## config.mk

```make
export PLATFORM = sky130hd
export DESIGN_NAME = argon_sequencer
export DESIGN_NICKNAME = d
export VERILOG_FILES = /design/src/rtl/argon_pkg.sv /design/src/rtl/argon_seq_decode.sv /design/src/rtl/argon_sequencer.sv
export SDC_FILE = /design/constraint.sdc
export NUM_CORES = 1
export LEC_CHECK = 0
export CAP_MARGIN = 40
export CORE_MARGIN = 10
export CORE_UTILIZATION = 42
export DETAILED_ROUTE_END_ITERATION = 10
export PLACE_DENSITY = 0.88
export SETUP_SLACK_MARGIN = 0.05
export SLEW_MARGIN = 10
export SYNTH_ARGS = -nofsm -noshare
export SYNTH_HDL_FRONTEND = slang
export SYNTH_SLANG_ARGS = --single-unit
```

## constraint.sdc

```tcl
create_clock -name i_Clk -period 1.55 [get_ports i_Clk]
set_input_delay 0.155 -clock i_Clk [delete_from_list [all_inputs] [get_ports i_Clk]]
set_output_delay 0.155 -clock i_Clk [all_outputs]
set_load 0.05 [all_outputs]
```

## src/rtl/argon_pkg.sv

```systemverilog
// Shared types and constants for the argon instruction sequencer.
// ARGON_SEQ_FLAGS_EN adds the FLG state used for ALU flag capture.
package argon_pkg;

    typedef enum logic [2:0] {
        ST_IDLE = 3'd0,
        ST_SEL  = 3'd1,
        ST_RDA  = 3'd2,
        ST_RDB  = 3'd3,
        ST_OP   = 3'd4,
        ST_WB   = 3'd5,
`ifdef ARGON_SEQ_FLAGS_EN
        ST_FLG  = 3'd6,
`endif
        ST_DONE = 3'd7
    } state_t;

    typedef struct packed {
        logic [3:0] opcode;
        logic [3:0] rc;
        logic [3:0] ra;
        logic [3:0] rb;
    } instr_t;

    // Register-select word placed on the bus for the register file
    typedef struct packed {
        logic [3:0] pad;
        logic [3:0] rc;
        logic [3:0] ra;
        logic [3:0] rb;
    } sel_word_t;

    typedef struct packed {
        logic select_latch;
        logic output_a;
        logic output_b;
        logic latch_c;
        logic latch_a;
        logic latch_b;
        logic latch_op;
        logic output_y;
        logic bus_valid;
        logic done;
        logic illegal;
    } ctl_t;

    localparam logic [3:0] OP_NOP     = 4'h0;
    localparam logic [3:0] OP_ALU_MAX = 4'hB;

    function automatic sel_word_t sel_word(input instr_t instr);
        sel_word_t w;
        w.pad = 4'h0;
        w.rc  = instr.rc;
        w.ra  = instr.ra;
        w.rb  = instr.rb;
        return w;
    endfunction

endpackage

```

## src/rtl/argon_seq_decode.sv

```systemverilog
// Combinational opcode classifier for the argon sequencer.
module argon_seq_decode
    import argon_pkg::*;
(
    input  logic [3:0] opcode,
    output logic       is_nop,
    output logic       is_alu,
    output logic       is_illegal
);

    // Split the opcode space into NOP, ALU and illegal ranges
    always_comb begin
        is_nop     = (opcode == OP_NOP);
        is_alu     = (opcode != OP_NOP) && (opcode <= OP_ALU_MAX);
        is_illegal = (opcode > OP_ALU_MAX);
    end

endmodule

```

## src/rtl/argon_sequencer.sv

```systemverilog
// Multi-cycle sequencer driving register-file and ALU strobes over a shared bus.
// Optional flag capture (FLG state, o_flags) is enabled by ARGON_SEQ_FLAGS_EN.
module argon_sequencer
    import argon_pkg::*;
(
    input  logic        i_Clk,
    input  logic        i_Reset,
    input  logic [15:0] i_instr,
    input  logic        i_instr_valid,
    output logic        o_instr_ready,
    input  logic        i_hold,
    input  logic [15:0] i_bus,
    output logic [15:0] o_bus,
    output logic        o_bus_valid,
    output logic        o_selectLatch,
    output logic        o_outputA,
    output logic        o_outputB,
    output logic        o_latchC,
    output logic        o_latchA,
    output logic        o_latchB,
    output logic        o_latchOp,
    output logic        o_latchF,
    output logic        o_outputY,
    output logic        o_outputF,
    output logic        o_done,
    output logic        o_illegal,
    output logic        o_busy
`ifdef ARGON_SEQ_FLAGS_EN
    ,
    output logic [3:0]  o_flags
`endif
);

    state_t      state_r;
    instr_t      instr_r;
    instr_t      instr_s;
    ctl_t        ctl_r;
    ctl_t        ctl_s;
    logic [15:0] bus_r;
    logic        busy_r;
    logic        is_nop_s;
    logic        is_alu_s;
    logic        is_illegal_s;
    logic        unused_s;
`ifdef ARGON_SEQ_FLAGS_EN
    logic [3:0]  flags_r;
    logic        latch_f_r;
    logic        output_f_r;
`endif

    assign instr_s = i_instr;

    argon_seq_decode u_decode (
        .opcode     (instr_s.opcode),
        .is_nop     (is_nop_s),
        .is_alu     (is_alu_s),
        .is_illegal (is_illegal_s)
    );

    // Sequencer FSM; outputs are registered from the state being entered
    always_ff @(posedge i_Clk) begin
        if (i_Reset) begin
            state_r <= ST_IDLE;
            instr_r <= '0;
            ctl_r   <= '0;
            bus_r   <= 16'h0000;
            busy_r  <= 1'b0;
`ifdef ARGON_SEQ_FLAGS_EN
            flags_r    <= 4'h0;
            latch_f_r  <= 1'b0;
            output_f_r <= 1'b0;
`endif
        end else if (i_hold) begin
            state_r <= state_r;
        end else begin
            ctl_r  <= '0;
            bus_r  <= 16'h0000;
            busy_r <= 1'b1;
`ifdef ARGON_SEQ_FLAGS_EN
            latch_f_r  <= 1'b0;
            output_f_r <= 1'b0;
`endif
            case (state_r)
                ST_IDLE: begin
                    if (i_instr_valid) begin
                        instr_r <= instr_s;
                        if (is_alu_s) begin
                            state_r            <= ST_SEL;
                            bus_r              <= sel_word(instr_s);
                            ctl_r.bus_valid    <= 1'b1;
                            ctl_r.select_latch <= 1'b1;
                        end else begin
                            state_r       <= ST_DONE;
                            ctl_r.done    <= 1'b1;
                            ctl_r.illegal <= is_illegal_s;
                        end
                    end else begin
                        busy_r <= 1'b0;
                    end
                end
                ST_SEL: begin
                    state_r        <= ST_RDA;
                    ctl_r.output_a <= 1'b1;
                    ctl_r.latch_a  <= 1'b1;
                end
                ST_RDA: begin
                    state_r        <= ST_RDB;
                    ctl_r.output_b <= 1'b1;
                    ctl_r.latch_b  <= 1'b1;
                end
                ST_RDB: begin
                    state_r         <= ST_OP;
                    bus_r           <= {12'h000, instr_r.opcode};
                    ctl_r.bus_valid <= 1'b1;
                    ctl_r.latch_op  <= 1'b1;
                end
                ST_OP: begin
                    state_r        <= ST_WB;
                    ctl_r.output_y <= 1'b1;
                    ctl_r.latch_c  <= 1'b1;
                end
                ST_WB: begin
`ifdef ARGON_SEQ_FLAGS_EN
                    state_r    <= ST_FLG;
                    latch_f_r  <= 1'b1;
                    output_f_r <= 1'b1;
`else
                    state_r    <= ST_DONE;
                    ctl_r.done <= 1'b1;
`endif
                end
`ifdef ARGON_SEQ_FLAGS_EN
                ST_FLG: begin
                    // The ALU is driving its flags onto the bus during this state
                    flags_r    <= i_bus[3:0];
                    state_r    <= ST_DONE;
                    ctl_r.done <= 1'b1;
                end
`endif
                ST_DONE: begin
                    state_r <= ST_IDLE;
                    busy_r  <= 1'b0;
                end
                default: begin
                    state_r <= ST_IDLE;
                    busy_r  <= 1'b0;
                end
            endcase
        end
    end

    // Hold masks every strobe and handshake without disturbing the sequence
    assign ctl_s         = i_hold ? '0 : ctl_r;
    assign o_bus         = i_hold ? 16'h0000 : bus_r;
    assign o_instr_ready = (state_r == ST_IDLE) && !i_hold;
    assign o_bus_valid   = ctl_s.bus_valid;
    assign o_selectLatch = ctl_s.select_latch;
    assign o_outputA     = ctl_s.output_a;
    assign o_outputB     = ctl_s.output_b;
    assign o_latchC      = ctl_s.latch_c;
    assign o_latchA      = ctl_s.latch_a;
    assign o_latchB      = ctl_s.latch_b;
    assign o_latchOp     = ctl_s.latch_op;
    assign o_outputY     = ctl_s.output_y;
    assign o_done        = ctl_s.done;
    assign o_illegal     = ctl_s.illegal;
    assign o_busy        = busy_r;
`ifdef ARGON_SEQ_FLAGS_EN
    assign o_latchF      = latch_f_r && !i_hold;
    assign o_outputF     = output_f_r && !i_hold;
    assign o_flags       = flags_r;
`else
    assign o_latchF      = 1'b0;
    assign o_outputF     = 1'b0;
`endif

    assign unused_s = ^{i_bus, instr_r.rc, instr_r.ra, instr_r.rb, is_nop_s};

endmodule

```

==> results_dict.tcl, run 1 <==
set metrics [dict create \
    status "finished with violations" \
    violations "setup timing" \
    num_vias 1437 \
    diodes 0 \
    p_int_mw 1.07 \
    worstPathMaxFanout 2 \
    ys_seq_area_share_pct 36.8 \
    area_delta_synth_final_pct 36.6 \
    io_pins 67 \
    p_sw_mw 0.465 \
    criticalPathCategory "reg2out" \
    report.final.setup_viol 1 \
    drtPass1Iterations 4 \
    grt_pass1_vias 1378 \
    cts_made_buffers 3 \
    wl_per_cell_um 13.5 \
    wl_mm 3.80 \
    fill_cells 316 \
    yosys.area.top_type "dfxtp_1" \
    synth_edf_count 0 \
    viasPerCell 5.11 \
    dpl.hpwl_mm 2.86 \
    drv_slew 0 \
    ys_seq_elements 28 \
    min-delay-path-class "in2reg" \
    fin_util_pct 60.8 \
    ys_top_cells_by_count "28 x dfxtp_1, 28 x nor2b_1, 21 x a21oi_1" \
    hold_viol_final 0 \
    postCtsHoldBufs 0 \
    core_mm2 0.00342 \
    syn_area_mm2 0.00152 \
    clk_pin_slew_ps 150 \
    dp.cells 275 \
    period_share_pct 101 \
    initialDrtViolationCount 100 \
    cts_sinks 28 \
    finClkSkew_ps 6.53 \
    grt_max_degree 59 \
    fmax_ghz 0.637 \
    synth_area_leaders "dfxtp_1 37%, nor2b_1 12%, a21oi_1 6.9%, nand2_1 4.9%, buf_4 4.4%" \
    ys.warnings.count 0 \
    switching_share_pct 30.3 \
    htree_levels 1 \
    required_ps 1390 \
    clock_tree.buffer_depth 2 \
    overflow 0 \
    finalInstanceArea_mm2 0.00208 \
    power.density_mw_per_mm2 739 \
    clkLatencyLatePin_ps 330 \
    initial_core_util_pct 44.5 \
    p_clk_share_pct 23.2 \
    io_buffer_count 44 \
    netlist.area_leader.share_pct 36.8 \
    cp-start-kind "flop" \
    syn_inst 186 \
    crit_path_end_kind "output pin" \
    antenna_left 0 \
    root_buffer "clkbuf_4" \
    rsz0062_at_grt "true" \
    rows 21 \
    ys.flop_type "dfxtp_1" \
    final_cells 281 \
    p_leak_nw 0.825 \
    die_area_mm2 0.00643 \
    die_y_um 80.2 \
    post_dp_cell_area_mm2 0.00200 \
    async_flop_share_pct 0 \
    final_nets 272 \
    antenna_found_initial 0 \
    peakVddDrop_v 0.000381 \
    grtUsageTotal_pct 11.2 \
    layout-drive-gt1-share_pct 27.7 \
    cts_tree "done" \
    p_comb_share_pct 27.0 \
    gp_congestion 0.849 \
    period_minus_slack_ps 1570 \
    p_seq_share_pct 49.8 \
    synthDistinctLibCells 37 \
    cp.arrival_ps 1420 \
    maxCapViolCount 0 \
    grt_pass1_wl_mm 6.11 \
    synth_area_per_cell_um2 8.18 \
    worst_slack_ps -20.9 \
    drc 0 \
    die_w_um 80.2 \
]
[flip-flops by register name, summed over array words and instances, names as in the netlist]
register,count
state_r,3
instr_r,4
o_busy,1
ctl_r,8
bus_r,12
[metal layers]
layer  track usage [%]  wire (um)  share of wire [%]
met1              13.0       1620                 43
met2              19.3       1840                 48
met3              3.56        308                8.1
met4              3.17         30               0.79
met5                 0          0                  0
[final cells by class]
cell class                 instances  area, um^2  area share (%)
clock buffer                       4        36.3            1.75
timing repair buffer              64         548            26.4
sequential                        28         562            27.0
multi-input combinational        134         851            40.9
inverter                           5        23.8            1.14
tap                               46        57.6            2.77
[power groups by stage]
stage | registers, mW | clock network (mW) | logic, mW
after floorplan | 0.786 | 0 | 0.256
after global placement | 0.779 | 0 | 0.394
after detailed placement | 0.780 | 0 | 0.398
after CTS | 0.764 | 0.358 | 0.408
after global routing | 0.769 | 0.381 | 0.444
final | 0.765 | 0.356 | 0.414
[worst paths after layout]
check,startpoint,to,slack (ps),cells after the start
setup / recovery,state_r[2],o_instr_ready,-20,3
hold / removal,i_hold,state_r[0],300,4
setup reg to reg,state_r[2],ctl_r[2],60,5
hold reg to reg,ctl_r[0],ctl_r[0],470,2
[through the flow]
| step | setup slack, ps | hold slack, ps | power [mW] | setup TNS, ps |
|---|---|---|---|---|
| 3_5_place_dp | -74.8 | 451 | 1.18 | -587 |
| 5_1_grt | -57.9 | 323 | 1.59 | -57.9 |
| 6_report | -20.9 | 297 | 1.53 | -20.9 |
| 3_3_place_gp | -59.7 | 442 | 1.17 | -519 |
| 4_1_cts | -36.0 | 296 | 1.53 | -36.0 |
| 2_1_floorplan | -212 | 303 | 1.04 | -424 |
[repair_timing]
item,CTS,global route
buffers inserted,2,0
pin swaps,1,3
resized for setup,0,4
setup endpoints to repair,1,6
[worst max-delay path, stage by stage (launching register included)]
cell	delay (ps)
dfxtp_2	350
or4_4	540
clkinv_4	80
buf_12	120
[cells in the final DEF, fill, tap and decap left out, drive strengths merged, types with 3 or more instances in the layout]
cell type	n
o22ai	3
clkdlybuf4s50	18
nor4b	3
nand4	11
nand3	5
a31oi	5
a21oi	22
and2	4
buf	46
a21boi	3
nand2	20
nor2	4
dfxtp	28
inv	4
conb	6
nor2b	28
o21ai	6
clkbuf	4
[cells by family (layout without fill, tap and decap cells)]
family	Yosys count	count (layout)	share of synthesized area [%]
AOI/OAI and AO/OA	47	47	20.1
and+or+nand+nor	80	80	32.1
DFF	28	28	36.8
buffers and inverters	29	73	10.0
other	1	6	0.246
muxes	1	1	0.658
Power figures use the tool's default switching activity.
==> run 2: changes to the inputs <==
--- a/config.mk
+++ b/config.mk
@@ -11,6 +11,7 @@
 export DETAILED_ROUTE_END_ITERATION = 10
 export PLACE_DENSITY = 0.88
 export SETUP_SLACK_MARGIN = 0.05
+export SKIP_CTS_REPAIR_TIMING = 1
 export SLEW_MARGIN = 10
 export SYNTH_ARGS = -nofsm -noshare
 export SYNTH_HDL_FRONTEND = slang
==> run 2 against run 1 <==
  * Highest routed layer unchanged
  * Register-to-register slack got worse by 20 ps
  * Final cell count is 0.36% higher
  * The flow still finishes with violations (setup timing)
  * Core utilization increased by 0.073 points
==> results_dict.tcl, run 2 (same netlist as run 1, synthesis figures left out) <==
set metrics [dict create \
    status "finished with violations" \
    violations "setup timing" \
    report.final.setup_viol 1 \
    drv_slew 0 \
    hold_viol_final 0 \
    criticalPathCategory "reg2out" \
    cp-start-kind "flop" \
    diodes 0 \
    rsz0062_at_grt "true" \
    die_w_um 80.2 \
    grt_pass1_vias 1362 \
    htree_levels 1 \
    finalInstanceArea_mm2 0.00208 \
    post_dp_cell_area_mm2 0.00200 \
    wl_per_cell_um 13.3 \
    peakVddDrop_v 0.000379 \
    crit_path_end_kind "output pin" \
    die_area_mm2 0.00643 \
    initialDrtViolationCount 80 \
    antenna_found_initial 0 \
    r2r-end "bus_r[1]" \
    min-delay-path-class "in2reg" \
    cts_tree "done" \
    final_nets 273 \
    overflow 0 \
    clock_tree.buffer_depth 2 \
    p_seq_share_pct 49.8 \
    wl_mm 3.76 \
    core_mm2 0.00342 \
    startpoint "state_r[2]" \
    io_pins 67 \
    p_sw_mw 0.461 \
    dpl.hpwl_mm 2.86 \
    dp.cells 275 \
    layout_common_cells "44 x buf_4, 28 x dfxtp_1, 27 x nor2b_1, 21 x a21oi_1, 20 x nand2_1" \
    period_minus_slack_ps 1610 \
    grtUsageTotal_pct 11.2 \
    worst_slack_ps -59.8 \
    cts_made_buffers 3 \
    die_y_um 80.2 \
    cts_sinks 28 \
    drtPass1Iterations 4 \
    p_comb_share_pct 27.2 \
    antenna_left 0 \
    worstPathMaxFanout 3 \
    final_cells 282 \
    required_ps 1390 \
    switching_share_pct 30.1 \
    grt_pass1_wl_mm 6.07 \
    final_common_cell "buf_4" \
    ff2ff_path_depth 5 \
    finClkSkew_ps 5.50 \
    multiInputGateArea_um2 845 \
    p_int_mw 1.07 \
    maxCapViolCount 0 \
    clk_pin_slew_ps 150 \
    cp.arrival_ps 1450 \
    fmax_ghz 0.621 \
    area_delta_synth_final_pct 36.8 \
    root_buffer "clkbuf_4" \
    drc 0 \
    p_leak_nw 0.830 \
    largest_reg_flops 12 \
    r2r_slack_ps 40 \
    clkLatencyLatePin_ps 330 \
    num_vias 1447 \
    io_buffer_count 44 \
    whs_path_depth 4 \
    period_share_pct 104 \
    regArea_um2 561 \
    fill_cells 316 \
    rows 21 \
    layout-drive-gt1-share_pct 27.1 \
    fin_util_pct 60.9 \
    p_clk_share_pct 23.0 \
    reg_top3 "bus_r x12, ctl_r x8, instr_r x4" \
    cp-endpoint "o_instr_ready" \
    r2r_start "state_r[2]" \
    power.density_mw_per_mm2 738 \
    viasPerCell 5.13 \
    gp_congestion 0.849 \
    initial_core_util_pct 44.5 \
    tns_ps -59.8 \
    regMostFlops "bus_r" \
    grt_max_degree 59 \
]
run 2: changes by cell type in the layout (fill, tap and decap cells not counted), sizes merged:
cell,change
buf,+1
clkinv,-1
inv,+1
run 2: per-layer routing:
layer  part of all wire [%]  global-route usage, %
met4                   0.80                   3.17
met5                      0                      0
met2                     49                   19.0
met3                    8.5                   3.56
met1                     42                   13.0
run 2: critical path, stage by stage, from the launching register on:
cell	delay, ps
dfxtp_1	340
or4_4	580
inv_8	80
buf_12	120
run 2: worst min path at each step:
stage | startpoint | to | slack (ps)
2_1_floorplan | i_instr[12] | instr_r[12] | 300
3_3_place_gp | bus_r[8] | bus_r[8] | 440
3_5_place_dp | bus_r[10] | bus_r[10] | 450
4_1_cts | i_hold | ctl_r[0] | 300
5_1_grt | i_hold | bus_r[4] | 320
6_report | i_hold | state_r[0] | 300
run 2: final cells by class:
cell class	instances	share of cell area [%]
flip-flops and latches	28	26.9
multi-input cells	134	40.6
clock buffers	4	1.74
repair buffers	65	26.7
inverters	5	1.26
well taps	46	2.77
run 2: stage by stage:
step	power, mW	hold slack, ps	setup WS [ps]
after CTS	1.52	296	-84.9
after global routing	1.60	324	-92.7
after floorplan	1.04	303	-212
after global placement	1.17	442	-59.7
after detailed placement	1.18	451	-74.8
final	1.53	296	-59.8
run 2: power by group through the flow:
| stage | clock (mW) | sequential, mW | combinational, mW |
|---|---|---|---|
| finish | 0.353 | 0.764 | 0.418 |
| global route | 0.381 | 0.769 | 0.449 |
| CTS | 0.358 | 0.764 | 0.400 |
| detailed placement | 0 | 0.780 | 0.398 |
| global placement | 0 | 0.779 | 0.394 |
| floorplan | 0 | 0.786 | 0.256 |
==> run 3: changes to the inputs <==
==> constraint.sdc (replaced) <==
create_clock -name i_Clk -period 1.8 [get_ports i_Clk]
set_input_delay 0.18 -clock i_Clk [delete_from_list [all_inputs] [get_ports i_Clk]]
set_output_delay 0.18 -clock i_Clk [all_outputs]
set_load 0.05 [all_outputs]
==> run 3 against run 2 <==
  * The flow now finishes without violations
  * Sequential share of layout area increased by 1.1 points
  * Clock skew decreased by 4.4 ps
  * Sequential power decreased by 13%
  * Sequential cell count unchanged
  * Combinational power decreased by 20%
  * Final cell count decreased by 2.8%
  * Hold slack improved by 24 ps
  * Wire length increased by 3.8%
  * Count of clock-buffer cells in the layout decreased by 1
  * Die area unchanged
  * Clock power increased by 20%
  * Via count decreased by 0.48%
==> results_dict.tcl, run 3 (same netlist as run 1, synthesis figures left out) <==
set metrics [dict create \
    root_buffer "clkbuf_4" \
    period_share_pct 94.4 \
    hold_viol_final 0 \
    wl_per_cell_um 14.2 \
    clk_pin_slew_ps 150 \
    holdPathEnd "instr_r[15]" \
    relSlewSlack_pct 65.2 \
    wl_mm 3.90 \
    rsz0062_at_grt "false" \
    die_w_um 80.2 \
    overflow 0 \
    core_mm2 0.00342 \
    dp.cells 269 \
    min-delay-path-class "in2reg" \
    clkLatencyLatePin_ps 340 \
    peakVddDrop_v 0.000266 \
    antenna_left 0 \
    worstPathMaxFanout 2 \
    required_ps 1620 \
    viasPerCell 5.26 \
    hp-start "i_hold" \
    period_minus_slack_ps 1700 \
    place_ws_ps 56.8 \
    crit_family "buffers and inverters" \
    die_area_mm2 0.00643 \
    cts_made_buffers 3 \
    ff2ff_path_depth 4 \
    power.density_mw_per_mm2 705 \
    grtUsageTotal_pct 11.8 \
    final_common_cell "buf_4" \
    initialDrtViolationCount 83 \
    cp-start-kind "flop" \
    maxCapViolCount 0 \
    r2r_start "state_r[2]" \
    final_cells 274 \
    htree_levels 1 \
    cts_sinks 28 \
    grt_pass1_wl_mm 6.29 \
    cp.arrival_ps 1520 \
    rows 21 \
    grt_pass1_vias 1338 \
    die_y_um 80.2 \
    crit_path_end_kind "output pin" \
    power_mw 1.42 \
    largest_reg_flops 12 \
    cp_slowest_cell "clkdlybuf4s50_1" \
    p_leak_nw 0.790 \
    worst_slack_ps 101 \
    report.final.setup_viol 0 \
    path_cells "clkdlybuf4s50_1" \
    r2r_slack_ps 380 \
    diodes 0 \
    gp_congestion 0.840 \
    tns_ps 0 \
    cts_tree "done" \
    dpl.hpwl_mm 2.87 \
    critPathMaxStageDelay_ps 820 \
    drv_slew 0 \
    num_vias 1440 \
    r2r-end "ctl_r[1]" \
    area_delta_synth_final_pct 32.4 \
    clock_tree.buffer_depth 2 \
    grt_max_degree 38 \
    drc 0 \
    io_buffer_count 44 \
    layout_common_cells "36 x buf_4, 27 x nor2b_1, 26 x dfxtp_1, 21 x a21oi_1, 20 x nand2_1" \
    reg_top3 "bus_r x12, ctl_r x8, instr_r x4" \
    status "finished clean" \
    fmax_ghz 0.588 \
    worstMarginPinSlew_ps 520 \
    antenna_found_initial 0 \
    crit_buf_inv 1 \
    io_pins 67 \
    layout-drive-gt1-share_pct 24.6 \
    regMostFlops "bus_r" \
    criticalPathCategory "reg2out" \
    final_nets 265 \
    whs_path_depth 4 \
    initial_core_util_pct 44.5 \
    finClkSkew_ps 1.10 \
    drtPass1Iterations 4 \
]
run 3: changes by cell type in the layout (fill, tap and decap cells not counted):
cell / delta
a31oi_2: +1
dfxtp_2: +1
a31oi_4: -1
clkdlybuf4s50_1: +1
dfxtp_1: -2
o22ai_2: -1
inv_8: -1
clkinv_4: +1
buf_12: -1
bufinv_16: +1
dfxtp_4: +1
buf_4: -8
o22ai_1: +1
clkbuf_8: -1
run 3: layout make-up:
class	count	area, um^2
inverters	5	23.8
well taps	46	57.6
clock inverters	1	30.0
fillers	312	1400
multi-input cells	134	830
clock buffers	3	22.5
flip-flops and latches	28	566
repair buffers	57	485
run 3: worst reg2reg max path, cell delays in order, from the launching register on:
cell and delay, ps:
dfxtp_1 350, buf_4 180, nor4b_4 410, a21boi_0 240, o221a_2 210
run 3: through the flow:
step	hold WS, ps	utilization (%)	instance area (um^2)
final	320	59.0	2010
after global routing	380	59.0	2010
after CTS	319	58.6	2000
after detailed placement	452	57.1	1950
after global placement	442	57.1	1950
after floorplan	328	-	1540
run 3: per-layer routing:
metal	vias to the layer above	track usage, %	wire (um)
li1	719	-	-
met1	661	13.8	1560
met2	52	19.3	1910
met3	8	4.23	368
met4	0	4.40	62
met5	-	0	0
run 3: how the worst max path moves through the flow:
stage | cells past startpoint | endpoint | from
floorplan | 4 | o_outputA | i_hold
finish | 1 | o_busy | o_busy
global route | 1 | o_busy | o_busy
CTS | 3 | o_instr_ready | state_r[0]
global placement | 4 | ctl_r[1] | i_instr[13]
detailed placement | 4 | ctl_r[1] | i_instr[13]
run 3: power breakdown:
part | switching [mW] | internal, mW | leakage, nW | total (mW)
registers | 0.0162 | 0.645 | 0.229 | 0.661
clock network | 0.197 | 0.225 | 0.0279 | 0.422
logic | 0.198 | 0.138 | 0.533 | 0.336
